===== src/rtl/mbt_pkg.sv =====
// Shared constants, viewport defaults and dispatcher state encoding for the
// Mandelbrot renderer.
package mbt_pkg;
  localparam int N        = 32;
  localparam int Q        = 21;
  localparam int ITER_W   = 7;
  localparam int MAX_ITER = 99;

  localparam logic [N-1:0] ONE  = 32'h0020_0000;
  localparam logic [N-1:0] TWO  = 32'h0040_0000;
  localparam logic [N-1:0] FOUR = 32'h0080_0000;

  localparam logic [N-1:0] X_MIN_DEF = 32'hFFC0_0000;
  localparam logic [N-1:0] Y_MAX_DEF = 32'h0025_8000;
  localparam logic [N-1:0] STEP_DEF  = 32'h0000_2800;

  localparam logic [ITER_W-1:0] ITER_FORCED = 7'h7F;

  typedef enum logic [2:0] {
    S_IDLE, S_CLR, S_LAUNCH, S_WAIT, S_WRITE, S_ADVANCE, S_DONE
  } disp_state_e;
endpackage


===== src/rtl/mbt_coord_gen.sv =====
// Pixel walker: col/row counters, fixed-point coordinate accumulators and the
// linear frame-buffer address.
module mbt_coord_gen
  import mbt_pkg::*;
#(
  parameter int          N      = mbt_pkg::N,
  parameter int          H_RES  = 320,
  parameter int          V_RES  = 240,
  parameter logic [N-1:0] X_MIN = X_MIN_DEF,
  parameter logic [N-1:0] Y_MAX = Y_MAX_DEF,
  parameter logic [N-1:0] STEP  = STEP_DEF,
  parameter int          ADDR_W = 17
) (
  input  logic              i_clk,
  input  logic              i_rst,
  input  logic              i_load,
  input  logic              i_advance,
  output logic [N-1:0]      o_c_real,
  output logic [N-1:0]      o_c_img,
  output logic [ADDR_W-1:0] o_addr,
  output logic              o_last_col,
  output logic              o_last_pixel
);
  localparam int COL_W = (H_RES > 1) ? $clog2(H_RES) : 1;
  localparam int ROW_W = (V_RES > 1) ? $clog2(V_RES) : 1;

  logic [COL_W-1:0]  r_col;
  logic [ROW_W-1:0]  r_row;
  logic [N-1:0]      r_c_real, r_c_img;
  logic [ADDR_W-1:0] r_addr;
  logic              w_last_row;

  assign o_last_col   = (r_col == COL_W'(H_RES - 1));
  assign w_last_row   = (r_row == ROW_W'(V_RES - 1));
  assign o_last_pixel = o_last_col & w_last_row;
  assign o_c_real     = r_c_real;
  assign o_c_img      = r_c_img;
  assign o_addr       = r_addr;

  // Coordinates wrap in N bits; the viewport parameters keep them in range.
  always_ff @(posedge i_clk or negedge i_rst) begin
    if (!i_rst) begin
      r_col    <= '0;
      r_row    <= '0;
      r_c_real <= X_MIN;
      r_c_img  <= Y_MAX;
      r_addr   <= '0;
    end else if (i_load) begin
      r_col    <= '0;
      r_row    <= '0;
      r_c_real <= X_MIN;
      r_c_img  <= Y_MAX;
      r_addr   <= '0;
    end else if (i_advance) begin
      r_addr <= r_addr + 1'b1;
      if (o_last_col) begin
        r_col    <= '0;
        r_row    <= r_row + 1'b1;
        r_c_real <= X_MIN;
        r_c_img  <= r_c_img - STEP;
      end else begin
        r_col    <= r_col + 1'b1;
        r_c_real <= r_c_real + STEP;
      end
    end
  end
endmodule


===== src/rtl/mbt_pixel_dispatcher.sv =====
// Frame controller: walks every pixel, runs the ALU start/valid handshake with
// a bounded wait, and writes each iteration count to the frame buffer.
module mbt_pixel_dispatcher
  import mbt_pkg::*;
#(
  parameter int           N       = mbt_pkg::N,
  parameter int           Q       = mbt_pkg::Q,
  parameter int           H_RES   = 320,
  parameter int           V_RES   = 240,
  parameter logic [N-1:0] X_MIN   = X_MIN_DEF,
  parameter logic [N-1:0] Y_MAX   = Y_MAX_DEF,
  parameter logic [N-1:0] STEP    = STEP_DEF,
  parameter int           TIMEOUT = 1023,
  parameter int           ADDR_W  = 17
) (
  input  logic              i_clk,
  input  logic              i_rst,
  input  logic              i_frame_start,
  output logic              o_busy,
  output logic              o_frame_done,
  output logic              o_timeout_err,
  output logic              o_alu_rst,
  output logic              o_alu_start,
  output logic [N-1:0]      o_alu_c_real,
  output logic [N-1:0]      o_alu_c_img,
  input  logic              i_alu_valid,
  input  logic [ITER_W-1:0] i_alu_iter,
  output logic              o_fb_we,
  output logic [ADDR_W-1:0] o_fb_addr,
  output logic [ITER_W-1:0] o_fb_data,
  input  logic              i_fb_ready
);
  localparam int WAIT_W = $clog2(TIMEOUT + 1);

  disp_state_e       r_state, w_state_nxt;
  logic [WAIT_W-1:0] r_wait_cnt, w_wait_inc;
  logic [ITER_W-1:0] r_fb_data;
  logic              r_timeout_err;
  logic              w_timeout, w_load, w_advance, w_last_col, w_last_pixel;

  assign w_wait_inc = r_wait_cnt + 1'b1;
  assign w_timeout  = (w_wait_inc == WAIT_W'(TIMEOUT));
  assign w_load     = (r_state == S_IDLE) && i_frame_start;
  assign w_advance  = (r_state == S_ADVANCE) && !w_last_pixel;

  mbt_coord_gen #(
    .N(N), .H_RES(H_RES), .V_RES(V_RES), .X_MIN(X_MIN), .Y_MAX(Y_MAX),
    .STEP(STEP), .ADDR_W(ADDR_W)
  ) u_coord (
    .i_clk       (i_clk),
    .i_rst       (i_rst),
    .i_load      (w_load),
    .i_advance   (w_advance),
    .o_c_real    (o_alu_c_real),
    .o_c_img     (o_alu_c_img),
    .o_addr      (o_fb_addr),
    .o_last_col  (w_last_col),
    .o_last_pixel(w_last_pixel)
  );

  always_ff @(posedge i_clk or negedge i_rst) begin
    if (!i_rst) r_state <= S_IDLE;
    else        r_state <= w_state_nxt;
  end

  always_comb begin
    w_state_nxt = r_state;
    case (r_state)
      S_IDLE:    if (i_frame_start) w_state_nxt = S_CLR;
      S_CLR:     w_state_nxt = S_LAUNCH;
      S_LAUNCH:  w_state_nxt = S_WAIT;
      S_WAIT:    if (i_alu_valid || w_timeout) w_state_nxt = S_WRITE;
      S_WRITE:   if (i_fb_ready) w_state_nxt = S_ADVANCE;
      S_ADVANCE: w_state_nxt = (w_last_col && w_last_pixel) ? S_DONE : S_CLR;
      S_DONE:    w_state_nxt = S_IDLE;
      default:   w_state_nxt = S_IDLE;
    endcase
  end

  always_comb begin
    o_alu_rst    = (r_state == S_IDLE) || (r_state == S_CLR) || (r_state == S_DONE);
    o_alu_start  = (r_state == S_LAUNCH);
    o_fb_we      = (r_state == S_WRITE);
    o_frame_done = (r_state == S_DONE);
    o_busy       = (r_state != S_IDLE);
  end

  // A valid result in the same cycle as the timeout takes priority.
  always_ff @(posedge i_clk or negedge i_rst) begin
    if (!i_rst) begin
      r_wait_cnt    <= '0;
      r_fb_data     <= '0;
      r_timeout_err <= 1'b0;
    end else begin
      if (w_load) r_timeout_err <= 1'b0;
      if (r_state == S_LAUNCH) r_wait_cnt <= '0;
      if (r_state == S_WAIT) begin
        r_wait_cnt <= w_wait_inc;
        if (i_alu_valid) begin
          r_fb_data <= i_alu_iter;
        end else if (w_timeout) begin
          r_fb_data     <= ITER_FORCED;
          r_timeout_err <= 1'b1;
        end
      end
    end
  end

  assign o_fb_data     = r_fb_data;
  assign o_timeout_err = r_timeout_err;
endmodule


===== config.mk =====
export PLATFORM = sky130hd
export DESIGN_NAME = mbt_pixel_dispatcher
export DESIGN_NICKNAME = d
export VERILOG_FILES = /design/src/rtl/mbt_pkg.sv /design/src/rtl/mbt_coord_gen.sv /design/src/rtl/mbt_pixel_dispatcher.sv
export SDC_FILE = /design/constraint.sdc
export NUM_CORES = 1
export LEC_CHECK = 0
export CAP_MARGIN = 10
export CORE_ASPECT_RATIO = 0.5
export CORE_MARGIN = 2
export CORE_UTILIZATION = 30
export CTS_CLUSTER_DIAMETER = 80
export DETAILED_ROUTE_END_ITERATION = 16
export GPL_TIMING_DRIVEN = 1
export PLACE_DENSITY = 0.62
export SYNTH_ARGS = -nofsm -noshare
export SYNTH_HDL_FRONTEND = slang
export SYNTH_SLANG_ARGS = --single-unit

===== constraint.sdc =====
create_clock -name i_clk -period 4.6 [get_ports i_clk]
set_clock_uncertainty 0.2 [all_clocks]
set_input_delay 0.92 -clock i_clk [delete_from_list [all_inputs] [get_ports i_clk]]
set_output_delay 0.92 -clock i_clk [all_outputs]
set_load 0.01 [all_outputs]

# Word-level counts from Yosys, hierarchy flattened
# Cells that the tools add are included.
dict set report op_classes {
  n_addsub 6
  mul 0
  div_mod_pow 0
  n_lt_le_gt_ge 0
  n_eq_ne 12
  n_shift 0
  muxes 27
  n_bitwise 1
  n_reduce_logical 16
}
# cell count
set op_table {}
lappend op_table {{2-to-1 mux 32 bit} 6}
lappend op_table {{2-to-1 mux 17 bit} 2}
lappend op_table {{adder 32 x 14 -> 32 bit, second input constant} 1}
lappend op_table {{subtractor 32 x 14 -> 32 bit, second input constant} 1}
lappend op_table {{2-to-1 mux 9 bit} 3}
lappend op_table {{2-to-1 mux 8 bit} 3}
lappend op_table {{2-to-1 mux 10 bit} 2}
lappend op_table {{one-hot mux 3 bit (6 select lines)} 1}
lappend op_table {{adder 17 x 1 -> 17 bit, second input constant} 1}
lappend op_table {{2-to-1 mux 7 bit} 2}
lappend op_table {{2-to-1 mux 3 bit} 4}
lappend op_table {{adder 10 x 1 -> 10 bit, second input constant} 1}
lappend op_table {{equality test 10 bit, second input constant} 1}
lappend op_table {{adder 9 x 1 -> 9 bit, second input constant} 1}
lappend op_table {{equality test 3 bit, second input constant} 3}
lappend op_table {{equality test 9 bit, second input constant} 1}
lappend op_table {{adder 8 x 1 -> 8 bit, second input constant} 1}
lappend op_table {{equality test 8 bit, second input constant} 1}
lappend op_table {{nonzero test 2 bit} 4}
lappend op_table {{equality test 3 x 2 -> 1 bit, second input constant} 2}
lappend op_table {{2-to-1 mux 1 bit} 4}
lappend op_table {{!= test 2 bit, second input constant} 2}
lappend op_table {{AND reduction 2 bit} 2}
lappend op_table {{equality test 3 x 1 -> 1 bit, second input constant} 1}
lappend op_table {{other kinds (8)} 12}
dict set report word_totals {
  regBits 119
  latchBits 0
  ram_bits 0
  mem_bits_ro 0
  memories 0
}

# Longest topological paths before layout
# Gate-level depths: netlist of run 1.
dict set report logic_depth {
  depth_word 6
  mapped_depth 8
  depth_no_buf 7
}

# Modules after synthesis
# Synthesis of run 1 repeated with hierarchy kept, for this count alone.
dict set report unflattened {
  cells_unflattened 553
  area_unflattened_um2 5237.5
}
# mod n_inst cells_per_inst area_per_inst_um2
set modules_own_cells {}
lappend modules_own_cells {mbt_coord_gen 1 420 4062.6}
lappend modules_own_cells {mbt_pixel_dispatcher 1 133 1174.9}

# Worst setup path after synthesis of run 1
# OpenSTA, ideal clock, no wires.
dict set report synth_timing {
  path_kind {reg2reg}
  from {register u_coord.r_c_img[24], in the netlist u_coord.o_c_img[24]}
  to {register u_coord.r_c_img[30], in the netlist u_coord.o_c_img[30]}
  setup_time_ns 0.078
  arrival_ns 2.173
  required_time_ns 4.322
  slack_ns 2.149
  stages_incl_launch_ff 6
  n_path_buf 0
  path_cell_list {dfrtp_1 or4_4 or4_1 or3_1 or3_1 a21oi_1}
}
dict set report synth_via {
  elab_chain_len 4
}
# item line
set synth_rtl {}
lappend synth_rtl {{start: declaration} mbt_coord_gen.sv:29} ;# logic [N-1:0] r_c_real, r_c_img;
lappend synth_rtl {{start signal: assignment} mbt_coord_gen.sv:60} ;# r_c_img <= r_c_img - STEP;
lappend synth_rtl {{subtractor 32 x 14 -> 32 bit} mbt_coord_gen.sv:60}
lappend synth_rtl {{2-to-1 mux 32 bit} mbt_coord_gen.sv:56} ;# if (o_last_col) begin
lappend synth_rtl {{2-to-1 mux 32 bit} mbt_coord_gen.sv:54} ;# end else if (i_advance) begin
lappend synth_rtl {{2-to-1 mux 32 bit} mbt_coord_gen.sv:48} ;# end else if (i_load) begin
# No other way between the ends. The select of a mux whose other input is x is not followed.
# A chain may end at the register's enable or synchronous reset.

# Worst setup path in the final report of run 1
dict set report layout_timing {
  from {register r_state[0]}
  to {output port o_alu_rst}
}
dict set report layout_via {
  elab_chain_len 3
  word_cells_on_any_way 5
}
# item line
set layout_rtl {}
lappend layout_rtl {{start: declaration} mbt_pixel_dispatcher.sv:35} ;# disp_state_e r_state, w_state_nxt;
lappend layout_rtl {{start signal: assignment} mbt_pixel_dispatcher.sv:63} ;# else r_state <= w_state_nxt;
lappend layout_rtl {{equality test 3 x 1 -> 1 bit / zero test 3 bit (equally long branches)} mbt_pixel_dispatcher.sv:81} ;# o_alu_rst = (r_state == S_IDLE) || (r_state == S_CLR) || (r_state == S_DONE);
lappend layout_rtl {{logical OR 1 bit} mbt_pixel_dispatcher.sv:81}
lappend layout_rtl {{logical OR 1 bit (*)} mbt_pixel_dispatcher.sv:81}
lappend layout_rtl {{end: declaration} mbt_pixel_dispatcher.sv:22} ;# output logic o_alu_rst,
# Every way passes the cells marked *; elsewhere a longest branch is shown, timed or not.

==> impl_metrics.sql, run 1 <==
INSERT INTO impl_metrics (metric_group, metric, value, unit) VALUES
('timing', 'setup_slack', '1.41', 'ns'),
('routing', 'detail_route.vias_per_cell', '5.09', ''),
('final_layout', 'finalInstanceArea', '6860', 'um2'),
('timing', 'report.final.setup_viol', '0', ''),
('clocking', 'post_cts_resize_count', '0', ''),
('final_layout', 'area_growth_syn_to_layout', '24.1', '%'),
('final_layout', 'post_route_cells_drive_above_1_share', '0.0754', ''),
('global_route', 'grt_usage', '0.150', ''),
('power_and_ir_drop', 'seq_power_share', '0.395', ''),
('worst_setup_path', 'crit-reg2reg-launch', 'u_coord.r_col[0]$_DFFE_PN0P_', ''),
('routing', 'routed_wl', '14.3', 'mm'),
('clocking', 'clockBufferDepth', '2', ''),
('worst_setup_path', 'slowest_stage', 'clkdlybuf4s50_1', ''),
('place', 'hpwlAfterDp', '9.85', 'mm'),
('yosys', 'synthTopCellsByCount', 'dfrtp_1 (83), nand2_1 (53), nor2_1 (45), a21oi_1 (37)', ''),
('clocking', 'cts_tree', 'yes', ''),
('min_path', 'hold_path_class', 'reg -> reg', ''),
('clocking', 'cts-root-buf', 'clkbuf_16', ''),
('worst_setup_path', 'worst_r2r_path_depth', '7', ''),
('global_route', 'global_route.usage.met3', '0.0292', ''),
('die', 'die-height', '100', 'um'),
('routing', 'detailroute.via_count', '4658', ''),
('global_route', 'overflow', '0', ''),
('power_and_ir_drop', 'leakagePower', '2.72', 'nW'),
('power_and_ir_drop', 'clockPowerShare', '0.299', ''),
('routing', 'drt_pass1_iterations', '5', ''),
('yosys', 'portion_of_the_post_synthesis_area_used_by_sequential_elements', '0.442', ''),
('routing', 'number_of_drc_violations_after_detailed_routing', '0', ''),
('timing', 'worstMarginPinSlew', '0.736', 'ns'),
('worst_setup_path', 'worstReg2RegEnd', 'u_coord.o_c_real[19]$_DFFE_PN0P_', ''),
('timing', 'period_minus_slack', '3.19', 'ns'),
('yosys', 'yosysWarningCount', '0', ''),
('worst_setup_path', 'start_kind', 'flip-flop', ''),
('place', 'dpl_cell_area', '6520', 'um2'),
('global_route', 'grtUsageMet1', '0.210', ''),
('yosys', 'ys_top_cells_by_area', 'dfrtp_1 (38%), dfstp_2 (6.7%), mux2i_1 (3.6%), nand2_1 (3.6%), a21oi_1 (3.3%)', ''),
('place', 'place_congestion', '0.810', ''),
('clocking', 'ctsHtreeMaxLevel', '3', ''),
('die', 'floorplan.initialDensity', '0.304', ''),
('timing', 'grt_setup_unrepaired', 'no', ''),
('global_route', 'grt_use_met2', '0.238', ''),
('global_route', 'grt_first_pass_wirelength', '23.8', 'mm'),
('yosys', 'async_reset_ff_frac', '1.00', ''),
('timing', 'fin_crit_sh', '0.695', ''),
('status', 'outcome', 'finished clean', ''),
('worst_setup_path', 'crit_path_max_fanout', '12', ''),
('die', 'total_i_o_pin_count', '106', ''),
('min_path', 'timing.hold.worst.start', 'u_coord.r_row[7]$_DFFE_PN0P_', ''),
('routing', 'initialDrtViolationCount', '327', ''),
('yosys', 'synth.largest_area_cell', 'dfrtp_1', ''),
('worst_setup_path', 'worst_ep_arrival_time', '2.07', 'ns'),
('routing', 'drtAntennaViolNets', '0', ''),
('place', 'io_buffers', '83', ''),
('yosys', 'post_synth.cell_area_avg', '9.20', 'um2'),
('timing', 'hold_viol_final', '0', ''),
('place', 'pre_cts_ws', '1.49', 'ns'),
('power_and_ir_drop', 'pwr_density_cell', '416', 'nW/um2'),
('yosys', 'flops_latches_synth', '97', ''),
('global_route', 'antenna_found_initial', '0', ''),
('yosys', 'synthMostInstantiatedCell', 'dfrtp_1', ''),
('clocking', 'post_cts.repair.setup_buffers', '0', ''),
('power_and_ir_drop', 'power.total', '2.85', 'mW'),
('global_route', 'grt_start_max_net_pins', '51', ''),
('timing', 'max_freq', '313', 'MHz'),
('worst_setup_path', 'crit_chain', 'inv_1 > and3_1 > o21bai_1 > clkdlybuf4s50_1', ''),
('yosys', 'synth_top_flop_cell', 'dfrtp_1', ''),
('die', 'core', '18200', 'um2'),
('worst_setup_path', 'worstSetupPathType', 'reg -> out', ''),
('timing', 'hold_slack', '0.281', 'ns'),
('clocking', 'holdBufCountCts', '0', ''),
('run', 'maximum_capacitance_violations', '0', '');
[layout make-up]
cell class	instances	area (um2)	area share
clock buffers	12	267	0.0388
clock inverters	4	73.8	0.0108
well taps	240	300	0.0438
inverters	13	48.8	0.00711
repair buffers	93	903	0.132
flip-flops and latches	97	2440	0.356
multi-input cells	457	2820	0.412
[power by group through the flow]
| stage | logic, mW | registers, mW | clock network [mW] |
|---|---|---|---|
| finish | 0.873 | 1.13 | 0.853 |
| global route | 0.971 | 1.15 | 0.910 |
| CTS | 0.882 | 1.12 | 0.874 |
| detailed placement | 0.881 | 1.14 | 0 |
| global placement | 0.864 | 1.14 | 0 |
| floorplan | 0.557 | 1.11 | 0 |
[state kept, by name (all words and copies together), names as in the netlist]
| register | flops |
|---|---|
| u_coord.o_addr | 17 |
| u_coord.o_c_img | 21 |
| u_coord.r_col | 9 |
| u_coord.r_row | 8 |
| r_state | 3 |
| r_wait_cnt | 10 |
| u_coord.o_c_real | 21 |
| o_timeout_err | 1 |
| o_fb_data | 7 |
[worst max-delay path by stage]
stage | from | endpoint | slack [ns] | cells after the start
2_1_floorplan | u_coord.o_c_img[24]$_DFFE_PN0P_ | u_coord.o_c_img[30]$_DFFE_PN0P_ | 2.15 | 5
3_5_place_dp | i_frame_start | u_coord.o_c_img[27]$_DFFE_PN0P_ | 1.49 | 6
6_report | r_state[0]$_DFFE_PN0P_ | o_alu_rst | 1.41 | 4
5_1_grt | r_state[0]$_DFFE_PN0P_ | o_alu_rst | 1.23 | 4
4_1_cts | r_state[0]$_DFFE_PN0P_ | o_alu_rst | 1.36 | 4
3_3_place_gp | i_frame_start | u_coord.o_c_img[31]$_DFFE_PN0P_ | 1.55 | 6
[metrics by stage]
step / cells / util
finish: 916 / 0.377
detailed placement: 900 / 0.358
floorplan: 622 / -
CTS: 916 / 0.377
global placement: 900 / 0.358
global route: 916 / 0.377
[cell usage in the layout (no fill, tap or decap), types with 4 or more instances in the layout]
| cell | count |
|---|---|
| o21ai_0 | 26 |
| o21a_1 | 10 |
| conb_1 | 22 |
| nand4_1 | 10 |
| and2_1 | 12 |
| nor3_1 | 15 |
| nand3_1 | 26 |
| clkbuf_16 | 9 |
| inv_1 | 13 |
| nand2_1 | 53 |
| or4_1 | 14 |
| a2111oi_0 | 4 |
| mux2i_1 | 20 |
| a211oi_1 | 9 |
| a22o_1 | 7 |
| buf_4 | 11 |
| or3_1 | 13 |
| a2111o_1 | 5 |
| a21oi_1 | 36 |
| ha_1 | 7 |
| nor2_1 | 45 |
| nor4_1 | 8 |
| or2_2 | 4 |
| nand3b_1 | 4 |
| o2111ai_1 | 8 |
| o22a_1 | 7 |
| dfrtp_1 | 83 |
| clkdlybuf4s50_1 | 82 |
| xnor2_1 | 17 |
| o21ai_1 | 4 |
| nand2b_1 | 10 |
| o31ai_1 | 13 |
| and3_1 | 6 |
| dfstp_2 | 14 |
[metal layers]
metal	part of all wire	routed length, um
met2	0.46	6510
met5	0	0
met1	0.50	7130
met4	0.0082	117
met3	0.036	508
[kinds of logic after synthesis]
group,share of synthesized area
compound gates,0.183
xor+xnor,0.0317
fa+ha+maj,0.0158
buf+inv,0.0622
flops,0.442
mux,0.0362
other cells,0.000678
simple gates,0.228
(Power assumes the default switching activity.)
==> run 2: changes to the inputs <==
==> constraint.sdc (replaced) <==
create_clock -name i_clk -period 3.19 [get_ports i_clk]
set_clock_uncertainty 0.2 [all_clocks]
set_input_delay 0.638 -clock i_clk [delete_from_list [all_inputs] [get_ports i_clk]]
set_output_delay 0.638 -clock i_clk [all_outputs]
set_load 0.01 [all_outputs]
==> impl_metrics.sql, run 2 (synthesis results as in run 1) <==
INSERT INTO impl_metrics (metric_group, metric, value, unit) VALUES
('status', 'outcome', 'finished clean', ''),
('routing', 'drtAntennaViolNets', '0', ''),
('final_layout', 'final_net_count', '699', ''),
('timing', 'worstMarginPinSlew', '0.762', 'ns'),
('global_route', 'grt_use_met2', '0.234', ''),
('clocking', 'clk_pin_slew', '0.07', 'ns'),
('worst_setup_path', 'critical-path-max-stage-delay', '0.68', 'ns'),
('timing', 'grt_setup_unrepaired', 'no', ''),
('place', 'hpwlAfterDp', '9.90', 'mm'),
('clocking', 'cts_tree', 'yes', ''),
('timing', 'max-slew-margin-rel', '0.492', ''),
('min_path', 'hold_path_class', 'in -> async', ''),
('die', 'core', '18200', 'um2'),
('clocking', 'clk-insertion-delay-late', '0.35', 'ns'),
('global_route', 'grtUsageMet1', '0.200', ''),
('worst_setup_path', 'timing.critical_path.max_delay_family', 'simple AND/OR/NAND/NOR gates', ''),
('worst_setup_path', 'critical_path.n_buffers_inverters', '1', ''),
('timing', 'period_minus_slack', '2.79', 'ns'),
('routing', 'detailroute.via_count', '4785', ''),
('routing', 'number_of_drc_violations_after_detailed_routing', '0', ''),
('global_route', 'grt_first_pass_wirelength', '23.0', 'mm'),
('worst_setup_path', 'worstSetupPathType', 'reg -> reg', ''),
('die', 'total_i_o_pin_count', '106', ''),
('die', 'rows', '35', ''),
('run', 'maximum_capacitance_violations', '0', ''),
('power_and_ir_drop', 'irDropWorstVdd', '0.307', 'mV'),
('routing', 'routed_wl', '14.2', 'mm'),
('die', 'floorplan.initialDensity', '0.304', ''),
('die', 'chipWidth', '196', 'um'),
('global_route', 'antenna_found_initial', '0', ''),
('timing', 'fin_crit_sh', '0.875', ''),
('place', 'pre_cts_ws', '0.434', 'ns'),
('worst_setup_path', 'crit_path_max_fanout', '11', ''),
('clocking', 'post_cts.repair.setup_buffers', '0', ''),
('global_route', 'grt_start_max_net_pins', '42', ''),
('power_and_ir_drop', 'pwr_density_cell', '593', 'nW/um2'),
('timing', 'timing.setup.tns', '0', 'ns'),
('routing', 'initialDrtViolationCount', '271', ''),
('timing', 'report.final.setup_viol', '0', ''),
('final_layout', 'post_route_cells_drive_above_1_share', '0.0863', ''),
('final_layout', 'antenna_cells_inserted', '0', ''),
('routing', 'drt_pass1_iterations', '4', ''),
('worst_setup_path', 'cp_capture_type', 'flip-flop', ''),
('final_layout', 'area_growth_syn_to_layout', '25.1', '%'),
('worst_setup_path', 'worst_ep_arrival_time', '2.83', 'ns'),
('routing', 'wl_per_cell', '15.3', 'um'),
('final_layout', 'final_cell_mix', 'dfrtp_1 (83), clkdlybuf4s50_1 (82), nand2_1 (53), nor2_1 (45), a21oi_1 (36)', ''),
('worst_setup_path', 'start_kind', 'flip-flop', ''),
('global_route', 'grt_usage', '0.145', ''),
('global_route', 'overflow', '0', ''),
('timing', 'hold_viol_final', '0', ''),
('worst_setup_path', 'slowest_stage', 'or4_1', ''),
('final_layout', 'mostFrequentLayoutCell', 'dfrtp_1', ''),
('worst_setup_path', 'crit_chain', 'ha_1 > nand3_1 > or4_1 > buf_4 > nor4_1 > nand3_1 > mux2i_1', ''),
('global_route', 'busiest_layer', 'met2', ''),
('clocking', 'ctsHtreeMaxLevel', '3', ''),
('worst_setup_path', 'timing.critical_path.required', '3.23', 'ns'),
('clocking', 'clockBufferDepth', '2', ''),
('clocking', 'holdBufCountCts', '0', ''),
('power_and_ir_drop', 'leakagePower', '2.76', 'nW'),
('clocking', 'post_cts_resize_count', '0', ''),
('global_route', 'global_route.usage.met3', '0.0323', ''),
('worst_setup_path', 'cpMostUsedCell', 'nand3_1', ''),
('place', 'io_buffers', '83', ''),
('timing', 'setup_slack', '0.400', 'ns'),
('clocking', 'cts_num_sinks', '97', ''),
('final_layout', 'fill_cells', '1803', ''),
('final_layout', 'finish.utilization', '0.380', ''),
('clocking', 'cts-root-buf', 'clkbuf_16', ''),
('clocking', 'cts_made_buffers', '9', ''),
('die', 'design.die.area', '19600', 'um2'),
('die', 'die-height', '100', 'um'),
('timing', 'max_freq', '358', 'MHz'),
('timing', 'slew_violations', '0', ''),
('routing', 'detail_route.vias_per_cell', '5.18', ''),
('place', 'place_congestion', '0.785', ''),
('global_route', 'grt_pass1_vias', '4407', '');
## run 2: metrics by stage
stage                     instances  power (mW)  hold WS [ns]  instance area (um2)
after floorplan                 622        2.41         0.142                 5610
after global placement          909        2.93         0.267                 6600
after detailed placement        909        2.96         0.277                 6600
after CTS                       924        4.15         0.101                 6920
after global routing            924        4.36         0.124                 6920
final                           924        4.10        0.0962                 6920
## run 2: report_power, final
group / total [mW] / switching, mW / internal (mW)
Combinational: 1.30 / 0.694 / 0.606
Sequential: 1.63 / 0.226 / 1.40
Clock: 1.17 / 0.486 / 0.688
Total: 4.10 / 1.41 / 2.69
## run 2: layout make-up
cell class,instances,area (um2),share of cell area
clock inverter,6,90.1,0.0130
timing repair buffer,102,983,0.142
multi-input combinational,457,2820,0.408
clock buffer,9,225,0.0326
sequential,97,2440,0.353
inverter,13,48.8,0.00705
tap,240,300,0.0434
## run 2: worst register-to-register path: stages (launching register included)
cell and delay, ns:
dfrtp_1 0.38, ha_1 0.22, nand3_1 0.20, or4_1 0.68
buf_4 0.27, nor4_1 0.45, nand3_1 0.15, mux2i_1 0.14
## run 2: path summary, 6_finish.rpt
kind / slack, ns / end / cells after the start / from
min in group i_clk: 0.29 / u_coord.r_row[7]$_DFFE_PN0P_ / 1 / u_coord.r_row[7]$_DFFE_PN0P_
max in group asynchronous: 2.00 / u_coord.o_c_img[21]$_DFFE_PN1P_ / 2 / i_rst
min reg2reg: 0.29 / u_coord.r_row[7]$_DFFE_PN0P_ / 1 / u_coord.r_row[7]$_DFFE_PN0P_
max reg2reg: 0.40 / u_coord.r_row[7]$_DFFE_PN0P_ / 7 / u_coord.r_col[0]$_DFFE_PN0P_
max: 0.40 / u_coord.r_row[7]$_DFFE_PN0P_ / 7 / u_coord.r_col[0]$_DFFE_PN0P_
min: 0.1 / u_coord.o_c_real[19]$_DFFE_PN0P_ / 1 / i_rst
## run 2: per-layer routing
layer  vias to the layer above  share of wire  wire (um)
met5                         -              0          0
met4                         0          0.010        146
met3                        14          0.038        541
met2                        93           0.46       6590
met1                      2359           0.49       6900
li1                       2319              -          -
